[config.mk]
export PLATFORM = sky130hd
export DESIGN_NAME = tc_responder
export DESIGN_NICKNAME = d
export VERILOG_FILES = /design/src/rtl/tc_responder.sv
export SDC_FILE = /design/constraint.sdc
export NUM_CORES = 1
export LEC_CHECK = 0
export ABC_AREA = 0
export BUFFER_PORTS_ARGS = -buffer_cell sky130_fd_sc_hd__buf_2
export CELL_PAD_IN_SITES_DETAIL_PLACEMENT = 0
export CELL_PAD_IN_SITES_GLOBAL_PLACEMENT = 1
export CORE_MARGIN = 2
export CORE_UTILIZATION = 37
export CTS_CLUSTER_DIAMETER = 150
export DETAILED_ROUTE_END_ITERATION = 8
export PLACE_DENSITY = 0.82
export SYNTH_ARGS = -nofsm -noshare
export SYNTH_HDL_FRONTEND = slang
export SYNTH_SLANG_ARGS = --single-unit
[constraint.sdc]
create_clock -name i_clk -period 2.3 [get_ports i_clk]
set_input_delay 0 -clock i_clk [delete_from_list [all_inputs] [get_ports i_clk]]
set_output_delay 0 -clock i_clk [all_outputs]
set_load 0.02 [all_outputs]
[src/rtl/tc_responder.sv]
// ---------------------------------------------------------------------------
// tc_responder
//
// Memory-mapped timer/counter peripheral sitting behind the CPU data bus.
// It accepts single-cycle stores from the M stage, answers reads
// combinationally in the same cycle, and never stalls the pipeline.
// A four-state FSM (IDLE -> LOAD -> CNT -> INT) runs a 32-bit down-counter
// and raises an interrupt request when the count expires.
//
// Register map (word offset on i_addr):
//   0 CTRL   : [0] Enable, [2:1] Mode, [3] IM (interrupt mask), rest read 0
//   1 PRESET : 32-bit read/write reload value
//   2 COUNT  : 32-bit read-only current count
//   3 unused : reads 0, writes ignored
//
// Parameter:
//   DIV      : prescale divisor, COUNT decrements once every DIV cycles
//              spent counting (legal range 1..256)
//
// Ports:
//   i_clk    : system clock, all state changes on the rising edge
//   i_rst_n  : synchronous active-low reset
//   i_addr   : word offset (byte address bits [3:2])
//   i_we     : write strobe, one cycle per store, already address-qualified
//   i_din    : store data
//   o_dout   : read data, combinational from i_addr
//   o_irq    : interrupt request (internal flag gated by IM)
//
// Build option:
//   TC_AUTORELOAD_EN : when defined, Mode=1 auto-reloads the counter and
//                      produces a one-cycle irq pulse. When undefined,
//                      Mode=1 behaves like Mode 0 (Enable clears, sticky irq).
// ---------------------------------------------------------------------------
module tc_responder #(
  parameter int DIV = 1
) (
  input  logic        i_clk,
  input  logic        i_rst_n,
  input  logic [1:0]  i_addr,
  input  logic        i_we,
  input  logic [31:0] i_din,
  output logic [31:0] o_dout,
  output logic        o_irq
);

  typedef enum logic [1:0] {
    S_IDLE = 2'd0,
    S_LOAD = 2'd1,
    S_CNT  = 2'd2,
    S_INT  = 2'd3
  } state_t;

  // Prescaler only needs to reach DIV-1; keep at least one bit for DIV=1.
  localparam int PW = (DIV > 1) ? $clog2(DIV) : 1;
  localparam logic [PW-1:0] LAST = PW'(DIV - 1);

  state_t        r_state;
  state_t        w_state_next;

  logic          r_enable;
  logic [1:0]    r_mode;
  logic          r_im;
  logic [31:0]   r_preset;
  logic [31:0]   r_count;
  logic [PW-1:0] r_prescale;
  logic          r_irq;

  logic          w_ctrl_wr;
  logic          w_preset_wr;
  logic          w_tick;
  logic          w_count_le1;
  logic          w_reload;

  assign w_ctrl_wr   = i_we && (i_addr == 2'd0);
  assign w_preset_wr = i_we && (i_addr == 2'd1);
  assign w_tick      = (r_prescale == LAST);
  assign w_count_le1 = (r_count <= 32'd1);

  // Auto-reload is the only thing Mode=1 changes; without the option it
  // collapses onto the Mode 0 behaviour while CTRL still stores the bits.
`ifdef TC_AUTORELOAD_EN
  assign w_reload = (r_mode == 2'd1);
`else
  assign w_reload = 1'b0;
`endif

  // State register.
  always_ff @(posedge i_clk) begin
    if (!i_rst_n) begin
      r_state <= S_IDLE;
    end else begin
      r_state <= w_state_next;
    end
  end

  // Next-state logic. CNT leaves for IDLE as soon as Enable reads 0, so a
  // CTRL write clearing Enable lands on one edge and the FSM follows on the
  // next. INT always lasts exactly one cycle.
  always_comb begin
    w_state_next = r_state;
    case (r_state)
      S_IDLE: begin
        if (r_enable) begin
          w_state_next = S_LOAD;
        end
      end
      S_LOAD: begin
        w_state_next = S_CNT;
      end
      S_CNT: begin
        if (!r_enable) begin
          w_state_next = S_IDLE;
        end else if (w_tick && w_count_le1) begin
          w_state_next = S_INT;
        end
      end
      S_INT: begin
        w_state_next = S_IDLE;
      end
      default: begin
        w_state_next = S_IDLE;
      end
    endcase
  end

  // CTRL and PRESET. The INT-state Enable clear is assigned first so that a
  // bus write to CTRL in the same cycle overrides it and its Enable sticks.
  always_ff @(posedge i_clk) begin
    if (!i_rst_n) begin
      r_enable <= 1'b0;
      r_mode   <= 2'd0;
      r_im     <= 1'b0;
      r_preset <= 32'd0;
    end else begin
      if ((r_state == S_INT) && !w_reload) begin
        r_enable <= 1'b0;
      end
      if (w_ctrl_wr) begin
        r_enable <= i_din[0];
        r_mode   <= i_din[2:1];
        r_im     <= i_din[3];
      end
      if (w_preset_wr) begin
        r_preset <= i_din;
      end
    end
  end

  // COUNT and prescaler. LOAD samples the registered PRESET, so a PRESET
  // store landing on the same edge only affects the following reload.
  // The count saturates at 0 rather than wrapping.
  always_ff @(posedge i_clk) begin
    if (!i_rst_n) begin
      r_count    <= 32'd0;
      r_prescale <= '0;
    end else begin
      case (r_state)
        S_LOAD: begin
          r_count    <= r_preset;
          r_prescale <= '0;
        end
        S_CNT: begin
          if (r_enable) begin
            if (w_tick) begin
              r_prescale <= '0;
              r_count    <= w_count_le1 ? 32'd0 : (r_count - 32'd1);
            end else begin
              r_prescale <= r_prescale + PW'(1);
            end
          end
        end
        default: begin
        end
      endcase
    end
  end

  // Interrupt flag. In auto-reload mode it lives only for the INT cycle;
  // otherwise it is sticky until software touches CTRL or PRESET. Setting
  // on entry to INT is assigned last so it wins over a coincident write.
  always_ff @(posedge i_clk) begin
    if (!i_rst_n) begin
      r_irq <= 1'b0;
    end else begin
      if ((r_state == S_INT) && w_reload) begin
        r_irq <= 1'b0;
      end else if (w_ctrl_wr || w_preset_wr) begin
        r_irq <= 1'b0;
      end
      if ((r_state == S_CNT) && (w_state_next == S_INT)) begin
        r_irq <= 1'b1;
      end
    end
  end

  // Zero-latency read mux.
  always_comb begin
    o_dout = 32'd0;
    case (i_addr)
      2'd0:    o_dout = {28'd0, r_im, r_mode, r_enable};
      2'd1:    o_dout = r_preset;
      2'd2:    o_dout = r_count;
      default: o_dout = 32'd0;
    endcase
  end

  assign o_irq = r_irq & r_im;

endmodule

## Word-level counts from Yosys, hierarchy flattened

Cells that the tools add are included.
Widths: inputs -> output; s select.

- Bits in registers: 72
- Latch bits: 0
- Bits in writable memories: 0
- Memory bits (read-only): 0
- Input port bits: 37
- Output and inout port bits: 33
- Logic and storage cells: 49
- Memories kept: 0

- Add/subtract/negate cells: 2
- Multipliers: 0
- Div/mod/pow operators: 0
- $lt $le $gt $ge: 1
- Eq/ne operators: 8
- Shift-type cells: 0
- Multiplexer cells: 16
- Bitwise logic cells: 2
- Reductions and logical operators: 12

Operators with widths:

| operator | number |
|---|---|
| $mux 32 | 3 |
| $pmux 32 s3 | 1 |
| $pmux 32 s2 | 1 |
| $le 32x1->1 const B | 1 |
| $sub 32x1->32 const B | 1 |
| $eq 2x2->1 const B | 4 |
| $pmux 2 s4 | 1 |
| $mux 1 | 6 |
| $mux 2 | 3 |
| $reduce_bool 2->1 | 3 |
| $eq 2x1->1 const B | 2 |
| $logic_and 1x1->1 | 4 |
| $logic_not 2->1 | 2 |
| $ne 2x2->1 const B | 2 |
| $reduce_and 3->1 | 1 |
| $pmux 1 s2 | 1 |
| $reduce_and 2->1 | 1 |
| $add 1x1->1 const B | 1 |
| $and 1x1->1 | 1 |
| $logic_or 1x1->1 | 1 |
| $not 1->1 | 1 |

## Depth between registers and ports, before layout

- Depth in word-level cells: 8
- Depth in mapped cells: 8

## Least setup slack after synthesis

Ideal clock, no wire load.

- Path kind: register -> register
- From: register r_count[8]
- To: register r_count[25]
- Setup time: 115 ps
- Data arrival time: 2223 ps
- Required time: 2185 ps
- Path slack: -38 ps
- Cell stages (with the launch flop): 8
- Buffers on the path: 2
- Clock period less this slack: 2338 ps
- Path through: dfxtp_1 > buf_6 > or4_4 > or4_4 > buf_6 > o41ai_2 > a21oi_1 > o21a_1

- Longest elaborated chain between the ends: 5

Ends and longest elaborated chain:

| item | line | text |
|---|---|---|
| start, declared | 64 | `logic [31:0] r_count;` |
| start signal, assigned | 159 | `r_count <= r_preset;` |
| start signal, assigned | 166 | `r_count <= w_count_le1 ? 32'd0 : (r_count - 32'd1);` |
| $sub 32x1->32 or $le 32x1->1 (tied branches) | 166, 77 |  |
| $mux 32 (*) | 166 |  |
| $mux 32 (*) | 164 | `if (w_tick) begin` |
| $mux 32 (*) | 163 | `if (r_enable) begin` |
| $pmux 32 s2 (*) | 157 | `case (r_state)` |

Every way passes the cells marked *; elsewhere a longest branch is shown, timed or not. The select of a mux whose other input is x is not followed.
A chain may end at the register's enable or synchronous reset.

## Final worst setup path

- From: register r_count[11]
- To: register r_count[27]

The elaborated chain is that of the path after synthesis.

==> results.ini <==
[pwr]
internal_power_w = 0.00236
swShare = 0.224
p_leak_nw = 2.09
power_density_nw_per_um2 = 583
seqPwrFrac = 0.420
ir_drop_mv = 0.253
p_comb_frac = 0.102
clock_power_share = 0.478
p_switching_w = 0.000679

[timing]
max_freq_mhz = 442
finalSetupTns_ps = 0
fin_ws_ps = 37.0
whs_ps = 42.0
slew_viol_final = 0
min_period_ps = 2260
rsz0062_at_grt = true
relSlewSlack = 0.537
clock_skew_ps = 10.6
setup_violations = 0
hold_viol = 0
period_share = 0.984
worstMarginPinSlew_ps = 691

[job]
maxCapViolCount = 0

[min_path]
min_path_cells = 4
min_from = i_we
hold_class = in -> reg
min_to = r_irq

[logic_synthesis]
synth_ff_type = dfxtp_1
yosysMostFrequentCell = nand2_1
synth_top_area_share = 0.364
synth-edff-count = 0
yosysSeqAreaShare = 0.364
synth.avg_cell_area_um2 = 8.04
synth_area_leader_cell = dfxtp_1
synthTopCellsByArea = dfxtp_1, nand2_1, a22o_1
yosysWarnings = 0
async_flop_share = 0
synth_nets = 525
synthTopCellsByCount = nand2_1, dfxtp_1, a21oi_1
netlist_area_um2 = 3910
syn_inst = 486
synth-seq-cells = 71
ys_types = 63

[die]
core_area_um2 = 10300
dieArea_um2 = 11400
initial_utilization = 0.380
die_y_um = 107
std_cell_rows = 37
ioPinCount = 70
dieWidth_um = 107

[global_routing]
track_usage = 0.225
grt_pass1_wl_um = 20600
grt_pass1_vias = 4177
grt_max_degree = 35
grt_overflow = 0
grt_antenna_before_repair = 0

[drt]
vias = 4258
drt_wl_total_um = 12700
wl_per_cell_um = 17.1
avgViaCountPerCell = 5.76
drc_errors = 0
firstDrtPassIters = 7
drt_iter0_markers = 341
ant_nets = 0

[clocking]
htree_levels = 3
clockRootBuffer = clkbuf_8
cts_tree = done
cts_buffers = 9
clkLatencyLatePin_ps = 350
cts_buffer_depth = 2
clk_pin_slew_ps = 80
cts.sinks = 71

[layout]
drive_gt1_frac = 0.252
syn_to_final_growth_pct = 33.3
fin_nets = 637
antennaDiodeCount = 0
final_cells = 739

[worst_setup_path]
slowest_stage = or4_4
rr_worst_depth = 5
crit_type = reg -> reg
path_cells = or4_4 > or4_4 > o41ai_1 > a21o_1 > a31oi_1
worstPathMaxFanout = 6
reg2reg_from = r_count[11]
rr_endpoint = r_count[27]
worstSetupEndpointType = flip-flop
crit_top_cell = or4_4
cpPeakStageDelay_ps = 620
cp_data_arrival_time_ps = 2480
startpoint = r_count[11]
worstSetupStartpointType = flip-flop
regToRegSetupSlack_ps = 40
crit_required_ps = 2520

[placement]
dp.cells = 689
hpwlAfterDp_um = 8480
place.gp.congestion = 0.899
port_buffers = 69
place_ws_ps = -44.6

[run_status]
status = finished clean

power groups by stage:
stage | Combinational [W] | Clock (W) | Sequential (W)
CTS | 0.000305 | 0.00147 | 0.00127
global route | 0.000338 | 0.00153 | 0.00128
finish | 0.000311 | 0.00145 | 0.00127
floorplan | 0.000156 | 0 | 0.00129
global placement | 0.000257 | 0 | 0.00130
detailed placement | 0.000261 | 0 | 0.00130
critical path: cells and delay by family, from the launching register on:
family          cells  cell delay [ps]
compound gates      3              600
simple gates        2             1200
flops               1              330
worst max-delay path by stage:
| stage | endpoint | slack, ps | depth (start not counted) |
|---|---|---|---|
| after detailed placement | r_count[30] | -40 | 5 |
| after global routing | r_count[26] | -40 | 6 |
| final | r_count[27] | 40 | 5 |
| after global placement | r_count[22] | 20 | 6 |
| after floorplan | r_count[25] | 10 | 7 |
| after CTS | r_count[22] | 9 | 6 |
flip-flops by register name (all words and copies together) (netlist names):
register  cells
r_count      32
r_enable      1
r_im          1
r_irq         1
r_mode        2
r_preset     32
r_state       2
through the flow:
stage	power (W)	area, um^2	util
final	0.00304	5210	0.507
after global routing	0.00314	5210	0.507
after CTS	0.00305	5160	0.502
after detailed placement	0.00156	4530	0.441
after global placement	0.00156	4530	0.441
after floorplan	0.00145	3910	-
cell usage in the layout, fill, tap and decap left out, drive strengths merged, types with 8 or more instances in the layout:
cell type	synthesis	layout
a21oi	53	53
a22o	36	36
a31oi	10	10
a32o	12	12
buf	9	110
clkbuf	31	10
dfxtp	71	71
dlygate4sd3	0	32
inv	8	8
nand2	84	84
nand4	10	10
nor2	24	24
nor3	12	12
nor4	11	11
o21ai	23	23
logic make-up (layout without fill, tap and decap cells):
family	after synthesis	in the layout	synth area share
muxes	7	7	0.0179
and+or+nand+nor	181	181	0.233
DFF	71	71	0.364
AOI/OAI and AO/OA	176	176	0.319
buffers and inverters	49	166	0.0602
adders and majority gates	2	2	0.00640
final cells by class:
class                   instances  area, um^2
clock buffers                  10         138
well taps                     136         170
repair buffers                142         990
clock inverters                 6         155
inverters                       8        30.0
flip-flops and latches         71        1420
fillers                      1017        5070
multi-input cells             366        2300
repair_timing:
item	in CTS	in global routing
buffers inserted	1	1
endpoints found under the hold margin	36	0
setup endpoints to repair	3	16
pin swaps	1	11
cloned	0	0
hold buffers	32	0
gates resized for setup	1	9
routing by layer:
layer | vias up | track usage | part of all wire
li1 | 2044 | - | -
met1 | 2022 | 0.293 | 0.44
met2 | 161 | 0.373 | 0.47
met3 | 31 | 0.0371 | 0.059
met4 | 0 | 0.0872 | 0.026
met5 | - | 0 | 0
(Power assumes the default switching activity.)
